$ cat src/rtl/div_pkg.sv
`default_nettype none
// ============================================================================
// Module   : div_pkg
// Brief    : Shared types and encodings for the iterative RV32M divider.
// Revision : 1.0 - initial release
// ============================================================================
package div_pkg;

    localparam int DIV_XLEN  = 32;
    localparam int DIV_CNT_W = $clog2(DIV_XLEN);

    typedef enum logic [1:0] {
        IDLE = 2'd0,
        CALC = 2'd1,
        FIX  = 2'd2,
        DONE = 2'd3
    } div_state_t;

    // funct3[1:0] of the M-extension divide group
    localparam logic [1:0] DIV_OP_DIV  = 2'b00;
    localparam logic [1:0] DIV_OP_DIVU = 2'b01;
    localparam logic [1:0] DIV_OP_REM  = 2'b10;
    localparam logic [1:0] DIV_OP_REMU = 2'b11;

    function automatic logic op_is_signed(input logic [1:0] op);
        return ~op[0];
    endfunction

    function automatic logic op_is_rem(input logic [1:0] op);
        return op[1];
    endfunction

endpackage
`default_nettype wire

$ cat src/rtl/div_unit.sv
`default_nettype none
// ============================================================================
// Module   : div_unit
// Brief    : Radix-2 restoring DIV/DIVU/REM/REMU unit for the EX stage; stalls
//            the pipeline while iterating. Option: DIV_EARLY_OUT_EN.
// Revision : 1.0 - initial release
// ============================================================================
module div_unit
    import div_pkg::*;
#(
    parameter int XLEN = DIV_XLEN
) (
    input  logic            clk,
    input  logic            reset,
    input  logic            start_e,
    input  logic            kill_e,
    input  logic [1:0]      op_e,
    input  logic [XLEN-1:0] src_a_e,
    input  logic [XLEN-1:0] src_b_e,
    output logic            busy_e,
    output logic            done_e,
    output logic [XLEN-1:0] result_e
);

    localparam int              CNT_W      = $clog2(XLEN);
    localparam logic [CNT_W-1:0] c_cnt_last = CNT_W'(XLEN - 1);

    div_state_t       r_state;
    div_state_t       w_state_nxt;
    logic [XLEN-1:0]  r_rem;
    logic [XLEN-1:0]  r_quo;
    logic [XLEN-1:0]  r_dvs;
    logic [XLEN-1:0]  r_src_a;
    logic [XLEN-1:0]  r_result;
    logic [CNT_W-1:0] r_cnt;
    logic             r_is_rem;
    logic             r_neg_q;
    logic             r_neg_r;
    logic             r_div_zero;

    logic             w_go;
    logic             w_early;
    logic             w_a_neg;
    logic             w_b_neg;
    logic [XLEN-1:0]  w_a_abs;
    logic [XLEN-1:0]  w_b_abs;
    logic             w_b_zero;
    logic [XLEN-1:0]  w_rem_shift;
    logic [XLEN:0]    w_sub;
    logic             w_ge;
    logic [XLEN-1:0]  w_rem_nxt;
    logic [XLEN-1:0]  w_quo_fix;
    logic [XLEN-1:0]  w_rem_fix;
    logic [XLEN-1:0]  w_fix_result;

    assign w_go     = start_e & ~kill_e;
    assign w_a_neg  = op_is_signed(op_e) & src_a_e[XLEN-1];
    assign w_b_neg  = op_is_signed(op_e) & src_b_e[XLEN-1];
    assign w_a_abs  = w_a_neg ? -src_a_e : src_a_e;
    assign w_b_abs  = w_b_neg ? -src_b_e : src_b_e;
    assign w_b_zero = (src_b_e == '0);

`ifdef DIV_EARLY_OUT_EN
    logic            w_ovf;
    logic [XLEN-1:0] w_early_result;

    // Most-negative / -1: quotient is the dividend itself, remainder is zero
    assign w_ovf = op_is_signed(op_e)
                 & (src_a_e == {1'b1, {(XLEN-1){1'b0}}})
                 & (&src_b_e);
    assign w_early = w_b_zero | w_ovf;
    assign w_early_result = w_b_zero ? (op_is_rem(op_e) ? src_a_e : '1)
                                     : (op_is_rem(op_e) ? '0 : src_a_e);
`else
    assign w_early = 1'b0;
`endif

    // The partial remainder before the shift is always below the divisor, so
    // a set MSB guarantees the shifted value exceeds it.
    assign w_rem_shift = {r_rem[XLEN-2:0], r_quo[XLEN-1]};
    assign w_sub       = {1'b0, w_rem_shift} - {1'b0, r_dvs};
    assign w_ge        = r_rem[XLEN-1] | ~w_sub[XLEN];
    assign w_rem_nxt   = w_ge ? w_sub[XLEN-1:0] : w_rem_shift;

    assign w_quo_fix    = r_neg_q ? -r_quo : r_quo;
    assign w_rem_fix    = r_neg_r ? -r_rem : r_rem;
    assign w_fix_result = r_div_zero ? (r_is_rem ? r_src_a : '1)
                                     : (r_is_rem ? w_rem_fix : w_quo_fix);

    always_ff @(posedge clk) begin
        if (reset) begin
            r_state <= IDLE;
        end else begin
            r_state <= w_state_nxt;
        end
    end

    always_comb begin
        w_state_nxt = r_state;
        busy_e      = 1'b0;
        done_e      = 1'b0;
        case (r_state)
            IDLE: begin
                if (w_go) begin
                    busy_e      = 1'b1;
                    w_state_nxt = w_early ? DONE : CALC;
                end
            end
            CALC: begin
                busy_e = 1'b1;
                if (kill_e) begin
                    w_state_nxt = IDLE;
                end else if (r_cnt == c_cnt_last) begin
                    w_state_nxt = FIX;
                end
            end
            FIX: begin
                busy_e      = 1'b1;
                w_state_nxt = kill_e ? IDLE : DONE;
            end
            DONE: begin
                done_e      = 1'b1;
                w_state_nxt = IDLE;
            end
            default: w_state_nxt = IDLE;
        endcase
    end

    always_ff @(posedge clk) begin
        if (reset) begin
            r_rem      <= '0;
            r_quo      <= '0;
            r_dvs      <= '0;
            r_src_a    <= '0;
            r_result   <= '0;
            r_cnt      <= '0;
            r_is_rem   <= 1'b0;
            r_neg_q    <= 1'b0;
            r_neg_r    <= 1'b0;
            r_div_zero <= 1'b0;
        end else begin
            case (r_state)
                IDLE: begin
                    r_cnt <= '0;
                    if (w_go) begin
                        r_rem      <= '0;
                        r_quo      <= w_a_abs;
                        r_dvs      <= w_b_abs;
                        r_src_a    <= src_a_e;
                        r_is_rem   <= op_is_rem(op_e);
                        r_neg_q    <= w_a_neg ^ w_b_neg;
                        r_neg_r    <= w_a_neg;
                        r_div_zero <= w_b_zero;
`ifdef DIV_EARLY_OUT_EN
                        if (w_early) begin
                            r_result <= w_early_result;
                        end
`endif
                    end
                end
                CALC: begin
                    r_rem <= w_rem_nxt;
                    r_quo <= {r_quo[XLEN-2:0], w_ge};
                    r_cnt <= r_cnt + CNT_W'(1);
                end
                FIX: begin
                    if (!kill_e) begin
                        r_result <= w_fix_result;
                    end
                end
                default: begin
                end
            endcase
        end
    end

    assign result_e = r_result;

endmodule
`default_nettype wire

$ cat config.mk
export PLATFORM = sky130hd
export DESIGN_NAME = div_unit
export DESIGN_NICKNAME = d
export VERILOG_FILES = /design/src/rtl/div_pkg.sv /design/src/rtl/div_unit.sv
export SDC_FILE = /design/constraint.sdc
export NUM_CORES = 1
export LEC_CHECK = 0
export ABC_CLOCK_PERIOD_IN_PS = 3500
export BUFFER_PORTS_ARGS = -buffer_cell sky130_fd_sc_hd__clkbuf_2
export CORE_MARGIN = 1
export CORE_UTILIZATION = 55
export DETAILED_ROUTE_END_ITERATION = 7
export GPL_TIMING_DRIVEN = 0
export PLACE_DENSITY = 0.75
export SETUP_SLACK_MARGIN = 0.3
export SYNTH_ARGS = -nofsm -noshare
export SYNTH_HDL_FRONTEND = slang
export SYNTH_SLANG_ARGS = --single-unit
$ cat constraint.sdc
create_clock -name clk -period 3.5 [get_ports clk]
set_clock_uncertainty 0.15 [all_clocks]
set_input_delay 0.7 -clock clk [delete_from_list [all_inputs] [get_ports clk]]
set_output_delay 0.7 -clock clk [all_outputs]
set_load 0.03 [all_outputs]
Word level (Yosys, flattened, before mapping)
Index checks and enable logic that the tools add are counted.
W data, S select, Z words.
{ "classes": {"addsub": 6, "multipliers": 0, "n_div": 0, "n_lt_le_gt_ge": 0, "n_eq_ne": 6, "shifts": 0, "muxes": 21, "bitwise_logic": 8, "n_reduce_logical": 8} }
{ "op_table": {"columns": ["operator", "n"], "rows": [
  ["$mux W32", 10],
  ["$neg A32 Y32", 4],
  ["$pmux W32 S2", 2],
  ["$sub A32 B32 Y33", 1],
  ["$logic_not A32 Y1", 1],
  ["$pmux W5 S2", 1],
  ["$mux W2", 4],
  ["$pmux W2 S4", 1],
  ["$reduce_and A2 Y1", 4],
  ["$add A5 B1 Y5 const B", 1],
  ["$eq A5 B5 Y1 const B", 1],
  ["$eq A2 B2 Y1 const B", 2],
  ["$and A1 B1 Y1", 3],
  ["$ne A3 B3 Y1 const B", 1],
  ["$not A1 Y1", 3],
  ["$eq A2 B1 Y1 const B", 1],
  ["$logic_not A2 Y1", 1],
  ["$mux W1", 2],
  ["$ne A2 B2 Y1 const B", 1],
  ["$pmux W1 S2", 1],
  ["$reduce_bool A2 Y1", 1],
  ["$reduce_or A2 Y1", 1],
  ["$or A1 B1 Y1", 1],
  ["$xor A1 B1 Y1", 1]
]} }
{ "totals": {"reg_bits": 171, "latch_bits": 0, "ramBits": 0, "romBits": 0, "input_bits": 70, "out_inout_bits": 34, "word_cells": 60, "mem_count": 0} }

Logic depth before layout (Yosys ltp)
{ "depth": {"ltp_word": 5, "ltp_mapped": 13, "depth_no_buf": 11} }

Worst setup path before layout
OpenSTA, ideal clock, no wires.
{ "synth_path": {"kind": "register to register", "start": "reg r_rem[8]", "end": "reg r_rem[3]", "setup_ns": 0.117, "t_arrival_ns": 2.999, "t_required_ns": 3.233, "slack_ns": 0.234, "stages_incl_launch_ff": 11, "path_buffers": 1, "synth_period_minus_slack_ns": 3.266, "path_cell_list": "dfxtp_1 ha_1 a21o_1 a221o_1 a21oi_1 o21ai_1 a2111oi_2 or2_2 buf_2 mux2_2 a22o_1"} }
{ "synth_between": {"elab_chain_cells": 5} }
{ "synth_lines": {"columns": ["element", "line", "rtl"], "rows": [
  ["start, declared", "div_unit.sv:30", "logic [XLEN-1:0] r_rem;"],
  ["start signal, assigned", "div_unit.sv:162", "r_rem <= w_rem_nxt;"],
  ["$sub A32 B32 Y33", "div_unit.sv:81", "assign w_sub = {1'b0, w_rem_shift} - {1'b0, r_dvs};"],
  ["$not A1 Y1", "div_unit.sv:82", "assign w_ge = r_rem[XLEN-1] | ~w_sub[XLEN];"],
  ["$or A1 B1 Y1", "div_unit.sv:82", null],
  ["$mux W32", "div_unit.sv:83", "assign w_rem_nxt = w_ge ? w_sub[XLEN-1:0] : w_rem_shift;"],
  ["$pmux W32 S2", "div_unit.sv:142", "case (r_state)"]
]} }
Every way passes these cells.
A chain may end at the register's enable or synchronous reset.

Worst setup path in the final report
{ "layout_path": {"start": "reg r_quo[8]", "end": "reg r_result[26], in the netlist result_e[26]"} }
{ "layout_between": {"elab_chain_cells": 4} }
{ "layout_lines": {"columns": ["element", "line", "rtl"], "rows": [
  ["start, declared", "div_unit.sv:31", "logic [XLEN-1:0] r_quo;"],
  ["start signal, assigned", "div_unit.sv:147", "r_quo <= w_a_abs;"],
  ["start signal, assigned", "div_unit.sv:163", "r_quo <= {r_quo[XLEN-2:0], w_ge};"],
  ["$neg A32 Y32", "div_unit.sv:85", "assign w_quo_fix = r_neg_q ? -r_quo : r_quo;"],
  ["$mux W32", "div_unit.sv:85", null],
  ["$mux W32", "div_unit.sv:88", ": (r_is_rem ? w_rem_fix : w_quo_fix);"],
  ["$mux W32", "div_unit.sv:87", "assign w_fix_result = r_div_zero ? (r_is_rem ? r_src_a : '1)"],
  ["end signal, assigned", "div_unit.sv:168", "r_result <= w_fix_result;"],
  ["end, declared", "div_unit.sv:34", "logic [XLEN-1:0] r_result;"]
]} }
Every way passes these cells.

==> run summary <==
Antenna violations before repair -> 1
Root Driver -> clkbuf_16
Pwr per Cell Area -> 420 nW/um^2
Crit path capture type -> flip-flop
Arr. time, crit path -> 3.46 ns
Most frequent cells in the layout -> 240 x nand2_1, 152 x dfxtp_1, 146 x a21oi_1
Total gr overflow -> 0
DP HPWL -> 29.9 mm
Via density -> 6.27
Pre-antenna DRT Iters -> 6
DR DRC count -> 0
Ys Warns -> 0
Leak pwr -> 5.20 nW
Synthesized cell area -> 11300 sq um
Critical path required time -> 3.72 ns
Antenna Violating Nets Remaining -> 0
Post-synth top flop -> dfxtp_1
Total die area -> 21100 sq um
Wire length of the first global-routing pass -> 59.4 mm
Drt total wl -> 38.6 mm
Hold_buf cts -> 0
Max_slew headroom -> 7.92%
Mapped Cells -> 1509
Die Y -> 145 um
Max rail drop VDD -> 0.355 mV
Wire per inst -> 20.0 um
Mapped Nets -> 1622
CTS Buf Count -> 17
Syn_area_per_cell -> 7.47 sq um
Setup violations, final -> 0
Tmin final -> 3.24 ns
Core Area -> 20200 sq um
Status -> completed
H-tree lvl count -> 4
Synth-to-Final Area Change -> 17.5%
Die X -> 145 um
Share of layout cells above drive strength 1 -> 15.3%
Synth unique cells -> 66
Port-buffer cells -> 103
Cell taking the most area after synthesis -> dfxtp_1
Clk_lat worst skew -> 0.44 ns
Max cap viols -> 0
Most common cell after layout, fill and taps aside -> nand2_1
Critical path class -> reg -> reg
Worst setup SP type -> flip-flop
Worst slew pin tran -> 1.37 ns
RSZ-0062 raised after global routing -> yes
RePlAce Congestion -> 0.975
Final Max Slew Viols -> 0
Largest cells by area after synthesis -> dfxtp_1 30%, nand2_1 8.0%, a21oi_1 6.6%
Min-Delay Path Class -> reg -> reg
Tot GR Track Use -> 36.0%
Final hold violation count -> 0
Fin Setup TNS -> 0 ns
Clock Sinks -> 171
Sequential-to-total area share from yosys stat -> 30.3%
Total power -> 5.57 mW
Vias post-DR -> 12128
DP Worst Slack -> -0.442 ns
CTS Buffer Depth -> 2
Fmax -> 0.309 GHz
Crit Path Max Fanout -> 5
#FFs+latches synth -> 171
Layout Nets -> 1762
Number of global-route vias before repair -> 10767
Final Cycle Share -> 92.5%
CTS tree -> done
Row count -> 52
Synth async-reset ratio -> 0%
Initial DRC Count -> 1391
Post-synth EDFFs -> 0
Ports -> 104
PnR worst setup slack -> 0.264 ns
Largest net degree at the start of global routing -> 19
Reg clk slew, reported paths -> 0.07 ns
Share of the synthesized area in the top cell type -> 30.3%
Starting Density -> 55.9%
-- worst max-delay path: stages, from the launching register on --
cell      delay [ns]
dfxtp_4         0.36
or4_4           0.55
or4_4           0.45
or3_4           0.37
or4_4           0.55
o31ai_4         0.27
xnor2_2         0.15
o221ai_2        0.14
o21ai_1         0.18
-- worst paths after layout --
path,from,to,slack [ns],depth (start not counted)
setup / recovery,r_quo[8],result_e[26],0.26,8
hold / removal,result_e[9],result_e[9],0.30,2
setup reg to reg,r_quo[8],result_e[26],0.26,8
hold reg to reg,result_e[9],result_e[9],0.30,2
-- sequential cells by signal, indices dropped and copies added (netlist names) --
| signal | flops |
|---|---|
| result_e | 32 |
| r_dvs | 32 |
| r_state | 2 |
| r_div_zero | 1 |
| r_is_rem | 1 |
| r_neg_r | 1 |
| r_quo | 32 |
| r_src_a | 32 |
| r_cnt | 5 |
| r_neg_q | 1 |
| r_rem | 32 |
-- cell usage after synthesis (7+ instances only) --
cell type,number
nor2b_1,7
a211oi_1,35
and3_1,11
dfxtp_1,171
mux2i_1,24
xnor2_1,83
clkbuf_1,78
or4_1,13
nand2b_1,10
nor3_1,32
o221ai_1,22
o22ai_1,7
nand2_1,240
o211ai_1,22
or3_1,17
o21ai_1,9
xor2_1,57
inv_1,54
a21o_1,8
nor4_1,11
a32oi_1,11
a21oi_1,149
o21ai_0,106
o31ai_1,23
o41ai_1,13
nor2_1,128
ha_1,42
buf_1,10
nand3_1,16
a31oi_1,13
-- kinds of logic after synthesis --
kind of cell | count (synthesis) | share of synthesized area (%)
and+or+nand+nor | 518 | 20.6
AOI/OAI and AO/OA | 461 | 25.8
DFF | 171 | 30.3
buffers and inverters | 148 | 4.99
xor gates and xnor gates | 140 | 10.9
adders and majority gates | 43 | 4.84
muxes | 28 | 2.53
-- where the power goes --
part | leakage (nW) | internal (mW) | switching [mW]
sequential | 1.40 | 2.04 | 0.130
combinational | 3.51 | 0.573 | 0.934
clock | 0.286 | 0.976 | 0.915
-- per-layer routing --
metal	part of all wire, %	wire length [um]	GRT usage (%)
met5	0	0	0
met4	2.9	1120	11.5
met3	12	4580	8.40
met2	41	15900	51.9
met1	44	17000	52.4
-- stage by stage --
stage | hold WS, ns | utilization, % | area (sq um) | instances
finish | 0.297 | 65.7 | 13300 | 1933
global route | 0.303 | 65.7 | 13200 | 1932
CTS | 0.299 | 64.3 | 13000 | 1919
detailed placement | 0.288 | 60.2 | 12100 | 1882
global placement | 0.281 | 60.2 | 12100 | 1882
floorplan | 0.282 | - | 11300 | 1509
-- cell type report --
| type | instances | area (sq um) |
|---|---|---|
| Multi-Input combinational cell | 1190 | 7560 |
| Fill cell | 1869 | 6920 |
| Sequential cell | 171 | 3460 |
| Timing Repair Buffer | 122 | 674 |
| Clock buffer | 19 | 443 |
| Buffer | 91 | 402 |
| Tap cell | 270 | 338 |
| Inverter | 56 | 215 |
| Clock inverter | 13 | 148 |
| Antenna cell | 1 | 2.50 |
-- timing repair --
item                                    4_1_cts  5_1_grt
pin swaps                                     8       16
gates resized for setup                      57       60
endpoints found under the setup margin       41       48
setup buffers                                 5       14
Power figures use the tool's default switching activity.
